===== src/rtl/unsigned_divider_seq.sv =====
// Sequential restoring unsigned divider: one quotient bit per clock, MSB first.
// A zero divisor finishes one edge after acceptance with DIVU/REMU results.
module unsigned_divider_seq #(
  parameter int XLEN = 64
) (
  input  logic            clk,
  input  logic            rst_n,
  input  logic            start,
  input  logic            flush,
  input  logic [XLEN-1:0] dividend,
  input  logic [XLEN-1:0] divisor,
  output logic            busy,
  output logic            done,
  output logic [XLEN-1:0] quotient,
  output logic [XLEN-1:0] remainder
);

  localparam int CW = $clog2(XLEN) + 1;
  localparam logic [CW-1:0] LAST = CW'(XLEN - 1);

  typedef enum logic {IDLE, RUN} state_t;

  state_t          state, state_nxt;
  logic [XLEN-1:0] dvd_q, dvs_q, rem_q;
  logic [CW-1:0]   cnt_q;
  logic [XLEN:0]   shl;
  logic            q_bit, accept, div_zero, last;
  logic [XLEN-1:0] rem_nxt, dvd_nxt;

  // dvd_q doubles as the quotient shift register: dividend bits leave at the
  // top while quotient bits enter at the bottom.
  always_comb begin
    shl      = {rem_q, dvd_q[XLEN-1]};
    q_bit    = (shl >= {1'b0, dvs_q});
    rem_nxt  = q_bit ? (shl[XLEN-1:0] - dvs_q) : shl[XLEN-1:0];
    dvd_nxt  = {dvd_q[XLEN-2:0], q_bit};
    accept   = (state == IDLE) && start && !flush;
    div_zero = (dvs_q == '0);
    last     = (cnt_q == LAST);
  end

  always_ff @(posedge clk or negedge rst_n) begin
    if (!rst_n) state <= IDLE;
    else        state <= state_nxt;
  end

  always_comb begin
    state_nxt = state;
    case (state)
      IDLE: if (accept) state_nxt = RUN;
      RUN:  if (flush || div_zero || last) state_nxt = IDLE;
      default: state_nxt = IDLE;
    endcase
  end

  assign busy = (state == RUN);

  always_ff @(posedge clk or negedge rst_n) begin
    if (!rst_n) begin
      dvd_q     <= '0;
      dvs_q     <= '0;
      rem_q     <= '0;
      cnt_q     <= '0;
      done      <= 1'b0;
      quotient  <= '0;
      remainder <= '0;
    end else begin
      done <= 1'b0;
      if (accept) begin
        dvd_q <= dividend;
        dvs_q <= divisor;
        rem_q <= '0;
        cnt_q <= '0;
      end else if (state == RUN && !flush) begin
        if (div_zero) begin
          quotient  <= '1;
          remainder <= dvd_q;
          done      <= 1'b1;
        end else begin
          dvd_q <= dvd_nxt;
          rem_q <= rem_nxt;
          cnt_q <= cnt_q + CW'(1);
          if (last) begin
            quotient  <= dvd_nxt;
            remainder <= rem_nxt;
            done      <= 1'b1;
          end
        end
      end
    end
  end

endmodule


===== config.mk =====
export PLATFORM = sky130hd
export DESIGN_NAME = unsigned_divider_seq
export DESIGN_NICKNAME = d
export VERILOG_FILES = /design/src/rtl/unsigned_divider_seq.sv
export SDC_FILE = /design/constraint.sdc
export NUM_CORES = 1
export LEC_CHECK = 0
export BUFFER_PORTS_ARGS = -buffer_cell sky130_fd_sc_hd__buf_2
export CAP_MARGIN = 20
export CORE_ASPECT_RATIO = 0.8
export CORE_MARGIN = 2
export CORE_UTILIZATION = 50
export CTS_CLUSTER_DIAMETER = 200
export DETAILED_ROUTE_END_ITERATION = 10
export MAX_ROUTING_LAYER = met4
export PLACE_DENSITY = 0.71
export SLEW_MARGIN = 30
export SYNTH_ARGS = -nofsm -noshare
export SYNTH_HDL_FRONTEND = slang
export SYNTH_SLANG_ARGS = --single-unit
export TNS_END_PERCENT = 20

===== constraint.sdc =====
create_clock -name clk -period 4.31 [get_ports clk]
set_clock_uncertainty 0.05 [all_clocks]
set_input_delay 0.2155 -clock clk [delete_from_list [all_inputs] [get_ports clk]]
set_output_delay 0.2155 -clock clk [all_outputs]
set_load 0.02 [all_outputs]

==> summary by stage, run 1 <==
Critical path
The critical path goes through inv_1 -> ha_1 -> inv_1 -> fa_1 -> a211o_1 -> o211ai_1 -> a211o_1 -> o21ai_2 -> a2111oi_4 -> nor4_1 -> o21a_1 -> or4b_1 -> nand3_1 -> o21ai_0. At the worst endpoint, the required time is approximately 4.7 ns. The kind of cell adding the most delay to the critical path is compound AO/OA/AOI/OAI gates.

The kind of capture point of the worst setup path is a flip-flop. The arrival time at the worst endpoint is 4.32 ns. The slowest cell on the critical path is sky130_fd_sc_hd__a2111oi_4. The total buffers and inverters traversed by the critical path is 2. The critical path is of the reg2reg type. Along the worst path, the maximum fanout reaches 4. The peak per-stage delay on the critical path is approximately 0.53 ns.

STA classifies the critical path startpoint as a flip-flop.

Logic synthesis
Counting distinct cell types in the post-synthesis netlist gives 74. The yosys synthesis warning count is 0. In the post-synthesis netlist, the biggest area contributors are sky130_fd_sc_hd__dfrtp_1 46%, sky130_fd_sc_hd__o21ai_0 7.8%, sky130_fd_sc_hd__nand2_1 5.8%, sky130_fd_sc_hd__ha_1 4.5%, sky130_fd_sc_hd__a21oi_1 4.3%. The share of synthesized area in the top cell type comes to 0.4604.

The synthesized area is approximately 18000 µm². The share of synthesized flip-flops with an asynchronous set or reset is 1.000. The biggest area contributor in the post-synthesis netlist is sky130_fd_sc_hd__dfrtp_1. For this run, the register share of the synthesized area comes to 0.4604. The synthesized instance count is approximately 2000. In the synthesized netlist the dominant register cell turns out to be sky130_fd_sc_hd__dfrtp_1. A synthesized cell averages approximately 9 µm². The synthesized design contains 0 enable-type register cells. The flop and latch count out of synthesis is between 300 and 400. The number of nets handed over by synthesis was between 2000 and 2500.

Clock tree
The tree built by TritonCTS fans out to roughly 330 sinks. The longest clock path from root to sink contains 3 buffers. Buffers inserted during clock tree synthesis total 36.

The number of setup buffers added after CTS is 0. The buffer type at the clock tree root is sky130_fd_sc_hd__clkbuf_16. The number of H-tree levels is 2.

After clock tree synthesis, the clock-pin slew on the worst setup and hold paths is 0.07 ns. TritonCTS built the clock tree. The later pin in the worst-skew pair is clocked with a latency of ~0.55 ns.

STA
For the pin with the worst max-slew slack, the measured transition is about 0.83 ns. Headroom to the max-slew limit came out at 0.4438. The final sum of negative setup slack is 0 ns. The time the final worst path needs with I/O delays and setup is about 4.0 ns. Setup violations remaining at the end of the flow were counted as 0. The total count of max-transition violations in the final report was 0.

The final hold violation count came to 0. Setup repair after global routing left no endpoint under its margin. In the finished design, the share of the clock period the worst path needs comes to 0.9205. The maximum clock frequency is roughly 0.25 GHz.

Final layout
Of the cells placed in the final design, the portion with a size suffix greater than 1 is 0.1536. At the end of the flow, the number of nets in the layout was around 2600. For this run, the share of the core covered by cells in the final layout is 0.6338. The area added between synthesis and finish is 23.90%.

Die
The floorplan die height is around 170 µm. The standard-cell row count is 61. For this configuration, the core starts out at a cell density of 0.5115.

For this design the top-level I/O count stands at around 260. The die covers approximately 37000 µm². The floorplan step set the die width to ~220 µm. The region available for standard cell placement spans approximately 35000 µm².

Pwr
In this run the power density over the cells is 583.5 nW/µm². VDD sags by at most about 0.00035 V. The static leakage is approximately 11 nW.

Placed design
Routability-driven placement finished with a final weighted congestion of between 0.9 and 1. The placed wire-length estimate is between 40000 and 50000 µm. The number of buffers inserted by port buffering is approximately 260.

Detailed routing
The number of vias in the routed layout is 17130. The wire length after detailed routing is between 60000 and 70000 µm. The count of antenna-violating nets left after detailed routing is 0. The first TritonRoute pass finished after 10 iterations. The DRC marker count from the first detailed-route iteration is around 2200. In the routed layout, each cell is associated on average with a via count of roughly 6.

The number of remaining DRC errors is 0. The detail-routed net length per standard cell is 22.20 µm.

GRT
The number of global-route vias before repair is approximately 16000. The aggregate global-route resource usage is 0.3462. Entering global routing, the biggest net connects around 140 pins. The number of antenna violations at the first check in global routing came to 1. The global-route wire length before repair is ~97000 µm.

The total overflow reported by the global router is 0.

Hold path
The tightest min-delay check is of the in2reg type.

Run
The tool flagged a number of max-cap violations equal to 0.

Outcome
The flow ran to the end, and the final reports show no timing, DRC or antenna violations.
-- metal layers --
metal | global-route usage | wire, µm
met3 | 0.09129 | 7014
met4 | 0.07471 | 1326
met2 | 0.4573 | 25630
met1 | 0.5259 | 29580
met5 | - | 0
-- cells by family (layout without fill, tap and decap cells) --
| logic type | count (synthesis) | after routing | share of synthesized area |
|---|---|---|---|
| DFF | 329 | 329 | 0.4604 |
| adders and majority gates | 66 | 66 | 0.04660 |
| AOI/OAI and AO/OA | 693 | 693 | 0.2413 |
| and+or+nand+nor | 562 | 562 | 0.1365 |
| buffers and inverters | 276 | 636 | 0.06130 |
| other | 0 | 1 | 0 |
| muxes | 46 | 46 | 0.02589 |
| xor gates and xnor gates | 57 | 57 | 0.02792 |
-- final timing paths --
check / start / to / slack, ns / cells past startpoint
worst max-delay path: dvd_q[63] / rem_q[40] / 0.34 / 14
worst min-delay path: flush / cnt_q[2] / 0.14 / 5
worst max register to register: dvd_q[63] / rem_q[40] / 0.34 / 14
worst min register to register: quotient[18] / quotient[18] / 0.42 / 2
max in group asynchronous: rst_n / rem_q[55] / 2.85 / 3
min in group asynchronous: rst_n / dvs_q[21] / 0.23 / 2
-- worst register-to-register path, stage by stage, from the launching register on --
cell and delay, ns:
sky130_fd_sc_hd__dfrtp_1 0.40, sky130_fd_sc_hd__inv_1 0.08, sky130_fd_sc_hd__ha_1 0.17, sky130_fd_sc_hd__inv_1 0.06, sky130_fd_sc_hd__fa_1 0.44, sky130_fd_sc_hd__a211o_1 0.28
sky130_fd_sc_hd__o211ai_1 0.15, sky130_fd_sc_hd__a211o_1 0.31, sky130_fd_sc_hd__o21ai_2 0.16, sky130_fd_sc_hd__a2111oi_4 0.54, sky130_fd_sc_hd__nor4_1 0.14, sky130_fd_sc_hd__o21a_1 0.24
sky130_fd_sc_hd__or4b_1 0.52, sky130_fd_sc_hd__nand3_1 0.17, sky130_fd_sc_hd__o21ai_0 0.09
-- stage by stage --
stage          instance area (µm²)  total power, mW  worst slack (ns)  hold slack, ns  std cells
6_report                     22150            12.93            0.3428          0.1398       2862
3_3_place_gp                 19650            9.466            0.4840          0.2221       2666
5_1_grt                      22150            13.61            0.2286          0.1868       2862
2_1_floorplan                17880            7.723             1.018         -0.1301       2029
4_1_cts                      22150            12.77            0.4282          0.1273       2861
3_5_place_dp                 19650            9.459            0.4576          0.2251       2666
-- Yosys cell counts (4+ instances only) --
library cell,count
sky130_fd_sc_hd__clkbuf_1,109
sky130_fd_sc_hd__o21a_1,13
sky130_fd_sc_hd__o21ai_0,277
sky130_fd_sc_hd__nor3_1,16
sky130_fd_sc_hd__and3_1,24
sky130_fd_sc_hd__xnor2_1,27
sky130_fd_sc_hd__a221oi_1,4
sky130_fd_sc_hd__a21boi_0,5
sky130_fd_sc_hd__mux2i_1,44
sky130_fd_sc_hd__nor4_1,24
sky130_fd_sc_hd__buf_2,6
sky130_fd_sc_hd__o21bai_1,17
sky130_fd_sc_hd__inv_1,147
sky130_fd_sc_hd__a211o_1,6
sky130_fd_sc_hd__o31ai_1,4
sky130_fd_sc_hd__ha_1,65
sky130_fd_sc_hd__nand2b_1,4
sky130_fd_sc_hd__nor2_1,151
sky130_fd_sc_hd__nand4_1,24
sky130_fd_sc_hd__nand2_1,275
sky130_fd_sc_hd__a32oi_1,4
sky130_fd_sc_hd__o211ai_1,9
sky130_fd_sc_hd__nor2b_1,5
sky130_fd_sc_hd__a222oi_1,62
sky130_fd_sc_hd__a21o_1,53
sky130_fd_sc_hd__a211oi_1,7
sky130_fd_sc_hd__o21ai_1,20
sky130_fd_sc_hd__or3_1,7
sky130_fd_sc_hd__a31oi_1,9
sky130_fd_sc_hd__dfrtp_1,329
sky130_fd_sc_hd__a22o_1,18
sky130_fd_sc_hd__xor2_1,30
sky130_fd_sc_hd__a21oi_1,155
sky130_fd_sc_hd__buf_1,7
sky130_fd_sc_hd__nand3_1,14
-- final cells by class --
cell class | instances | area (µm²)
tap | 472 | 590.6
multi-input combinational | 1424 | 8597
clock inverter | 12 | 171.4
sequential | 329 | 8233
timing repair buffer | 423 | 2968
inverter | 147 | 551.8
fill | 2979 | 12800
antenna | 1 | 2.502
clock buffer | 54 | 1040
-- power breakdown --
part | internal, mW | switching (mW) | leakage, nW | total, mW
Combinational | 2.07 | 3.62 | 6.13 | 5.69
Sequential | 3.52 | 0.521 | 4.38 | 4.04
Clock | 1.87 | 1.33 | 0.594 | 3.20
-- state kept, by name, summed over array words and instances, names as in the netlist --
name / count
busy: 1
cnt_q: 7
done: 1
dvd_q: 64
dvs_q: 64
quotient: 64
rem_q: 64
remainder: 64
-- layout by cell type, fill, tap and decap left out, drive strengths merged, types with 18 or more instances in the layout --
master,netlist,final
dfrtp,329,329
o21ai,298,298
buf,19,294
nand2,276,276
a21oi,155,155
nor2,151,151
inv,147,147
dlygate4sd3,0,129
ha,65,65
a222oi,62,62
clkbuf,110,54
a21o,53,53
mux2i,44,44
xor2,30,30
xnor2,27,27
nand4,25,25
and3,24,24
nor4,24,24
a22o,18,18
-- what timing repair did --
action                                 CTS  global route
hold buffers                           129             0
endpoints found under the hold margin  208             0
resized for setup                        0             0
Power figures use the tool's default switching activity.
==> run 2, diff against run 1 <==
CAP_MARGIN = default   (was 20)
PLACE_DENSITY = 0.74   (was 0.71)
clock period = 3.5 ns   (was 4.31 ns; I/O delays follow)
==> summary by stage, run 2 (synthesis results as in run 1) <==
Outcome
Result of the run: finished with violations (was completed). The checks that failed: negative setup slack.

Clock tree
The buffer type at the clock tree root was sky130_fd_sc_hd__clkbuf_16 (unchanged). The TritonCTS clock tree was built (unchanged). The number of H-tree levels is 2 (unchanged). The number of sinks driven by the clock tree was 329 (unchanged). The CTS buffer count is 36 (unchanged). The maximum buffer depth of the clock tree was 3 (unchanged). The clock-pin slew on the worst setup and hold paths is 0.07 ns (about the same). The clock insertion delay at the later pin of the skew report is 0.57 ns (was 0.55 ns).

Critical path
The kind of capture point of the worst setup path is a flip-flop (unchanged). The slowest cell on the critical path is sky130_fd_sc_hd__or4b_4 (was sky130_fd_sc_hd__a2111oi_4). The type of the worst setup path is reg2reg (unchanged).

The peak per-stage delay on the critical path came to 0.50 ns (was 0.53 ns). Worst path cell trace: inv_2 -> ha_4 -> inv_2 -> fa_2 -> a211o_1 -> o211ai_1 -> a211o_1 -> o21ai_2 -> a2111oi_4 -> buf_6 -> nor4_4 -> o21a_1 -> or4b_4 -> nand3_4 -> o31ai_2 (was inv_1 -> ha_1 -> inv_1 -> fa_1 -> a211o_1 -> o211ai_1 -> a211o_1 -> o21ai_2 -> a2111oi_4 -> nor4_1 -> o21a_1 -> or4b_1 -> nand3_1 -> o21ai_0). The beginning of the worst register-to-register path is dvd_q[63] (unchanged). The kind of start point of the critical path is a flip-flop (unchanged). The critical path required time is 3.88 ns (was 4.67 ns). The reg-to-reg critical path endpoint is remainder[40] (was rem_q[40]). The maximum fanout along the worst path came to 4 (unchanged).

The arrival time at the worst endpoint is 3.90 ns (was 4.32 ns). The worst reg2reg path depth came to 15 (was 14). The internal reg-to-reg setup slack is -0.01 ns (was 0.34 ns).

STA
The time the final worst path needs with I/O delays and setup is 3.511 ns (was 3.967 ns). The post-route worst setup slack was -0.01129 ns (was 0.3428 ns). The final hold violation count is 0 (unchanged). The tightest slew margin relative to the limit is 0.3577 (was 0.4438). The ratio of final minimum period to clock period came to 1.003 (was 0.9205). The maximum clock frequency was 0.2848 GHz (was 0.2521 GHz). The final sum of negative setup slack is -0.01465 ns (was 0 ns).

The total count of max-transition violations in the final report came to 0 (unchanged). The slew at the pin with the worst max-slew slack is 0.9577 ns (was 0.8267 ns). Unrepaired setup endpoints after global routing: true (was false). The worst-case hold slack is 0.1250 ns (was 0.1398 ns). The number of setup violations in the final report was 2 (was 0).

Die
The area of the die is 37300 µm² (unchanged). The floorplan die height is 173.1 µm (unchanged). The core region area is 34960 µm² (unchanged).

The horizontal extent of the die is 215.4 µm (unchanged). The standard-cell row count is 61 (unchanged). The I/O pin count is 262 (unchanged).

The starting density of the core is 0.5115 (unchanged).

GRT
The global-route wire length before repair is 99620 µm (was 96990 µm). The aggregate global-route resource usage is 0.3530 (was 0.3462). The pin count of the biggest net entering global routing is 110 (was 139). The total overflow reported by the global router is 0 (unchanged). The number of antenna violations at the first check in global routing is 2 (was 1). The number of global-route vias before repair is 16940 (was 16100).

Pwr
The total net switching power was 7.346 mW (was 5.469 mW). The internal power is 10.12 mW (was 7.458 mW). The peak supply drop is 0.0004126 V (was 0.0003480 V). The static leakage came to 11.65 nW (was 11.10 nW). The sequential cell fraction of total power is 0.288 (was 0.312).

The areal power density over the cells came to 747.8 nW/µm² (was 583.5 nW/µm²). The share of power burned in the clock network was 0.225 (was 0.247). The switching portion of total power is 0.4206 (was 0.4231). The overall power of the completed layout is 17.47 mW (was 12.93 mW). The proportion of power drawn by combinational gates is 0.487 (was 0.440).

Final layout
The fraction of layout instances using a drive strength above 1 was 0.2085 (was 0.1536). The number of nets in the finished design is 2661 (was 2559). The area added between synthesis and finish is 30.63% (was 23.90%). The leading cell type in the layout, fill and taps excluded was sky130_fd_sc_hd__dfrtp_1 (unchanged). The number of standard cells in the final layout excluding fillers is 2963 (was 2862).

Highest-count cells in the layout ignoring fill and taps: 329 x sky130_fd_sc_hd__dfrtp_1, 274 x sky130_fd_sc_hd__nand2_1, 269 x sky130_fd_sc_hd__o21ai_0 (was 329 x sky130_fd_sc_hd__dfrtp_1, 277 x sky130_fd_sc_hd__o21ai_0, 274 x sky130_fd_sc_hd__nand2_1). The utilization after layout is 0.6682 (was 0.6338). The cell area after layout is 23360 µm² (was 22150 µm²). The number of filler instances in the final layout came to 2829 (was 2979).

Detailed routing
The number of detailed-route iterations in the first pass is 9 (was 10). The number of remaining DRC errors is 0 (unchanged). The routed via count divided by cell count is 5.964 (was 5.986). The count of antenna-violating nets left after detailed routing is 0 (unchanged).

The detail-routed net length per standard cell is 21.88 µm (was 22.20 µm). The DRC marker count from the first detailed-route iteration came to 2057 (was 2174). The number of vias in the routed layout came to 17670 (was 17130). The detailed route wirelength on metal3 came to 7464 µm (was 7014 µm). The met1 wire length is 29780 µm (was 29580 µm). The wire length after detailed routing is 64820 µm (was 63550 µm). The total met2 wirelength after detailed routing is 25830 µm (was 25630 µm). The highest metal layer with signal wires was met4 (unchanged).

Placed design
The pre-CTS setup slack is -0.1068 ns (was 0.4576 ns). The placed wire-length estimate is 47270 µm (was 45800 µm). The number of instances in the placed design was 2762 (was 2666). The placed cell area is 20480 µm² (was 19650 µm²).

The number of buffers inserted by port buffering is 261 (unchanged). The routability congestion estimate from global placement is 1.039 (was 0.9625).

Run
The number of max-cap violations came to 0 (unchanged).

Hold path
The endpoint of the worst hold path is cnt_q[6] (was cnt_q[2]). The worst hold path cell count is 4 (was 5). The launch instance of the worst min-delay path is flush (unchanged). The type of the worst min-delay path was in2reg (unchanged).
-- run 2: changes by cell type in the layout (fill, tap and decap cells not counted), moves of 6 or more --
cell / previous run / this run
sky130_fd_sc_hd__o21ai_0: 277 / 269
sky130_fd_sc_hd__ha_1: 65 / 55
sky130_fd_sc_hd__buf_4: 24 / 115
sky130_fd_sc_hd__clkbuf_1: 12 / 5
sky130_fd_sc_hd__mux2i_1: 44 / 30
sky130_fd_sc_hd__mux2i_2: 0 / 8
sky130_fd_sc_hd__mux2i_4: 0 / 6
sky130_fd_sc_hd__buf_12: 9 / 18
sky130_fd_sc_hd__ha_4: 0 / 7
-- run 2: per-layer routing --
layer	GRT usage	vias up
met5	-	-
met4	0.1009	0
met2	0.4587	944
met1	0.5326	8566
li1	-	8054
met3	0.09464	108
-- run 2: what timing repair did --
item | in CTS | in global routing
setup endpoints to repair | 11 | 104
pin swaps | 2 | 13
hold buffers | 129 | 0
buffers inserted | 0 | 6
hold endpoints to repair | 226 | 0
gates cloned | 0 | 0
gates resized for setup | 5 | 65
-- run 2: worst max path at each step --
stage,start,endpoint,slack [ns],cells after the start
2_1_floorplan,dvd_q[63],remainder[40],0.21,14
3_3_place_gp,dvd_q[63],remainder[26],-0.009,15
3_5_place_dp,dvd_q[63],remainder[48],-0.11,15
4_1_cts,dvd_q[63],remainder[26],-0.01,15
5_1_grt,dvd_q[63],remainder[40],-0.09,15
6_report,dvd_q[63],remainder[40],-0.01,15
-- run 2: critical path: cells and delay by family (launching register included) --
kind | cells | cell delay, ns
flops | 1 | 0.39
buf+inv | 3 | 0.30
simple gates | 3 | 0.64
fa+ha+maj | 2 | 0.53
compound gates | 7 | 1.47
-- run 2: final cells by class --
type                       count  area, µm²  share of cell area
antenna                        2      5.005           0.0002143
clock buffer                  49       1041             0.04457
clock inverter                15      165.2            0.007071
inverter                     147      551.8             0.02362
multi-input combinational   1424       8919              0.3818
sequential                   329       8233              0.3525
tap                          472      590.6             0.02528
timing repair buffer         525       3854              0.1650
-- run 2: power by group through the flow --
| stage | clock network (mW) | logic, mW | registers (mW) |
|---|---|---|---|
| 2_1_floorplan | 0 | 4.79 | 4.72 |
| 3_3_place_gp | 0 | 7.51 | 5.00 |
| 3_5_place_dp | 0 | 7.55 | 5.02 |
| 4_1_cts | 3.97 | 7.75 | 4.95 |
| 5_1_grt | 4.12 | 9.17 | 5.07 |
| 6_report | 3.93 | 8.50 | 5.03 |
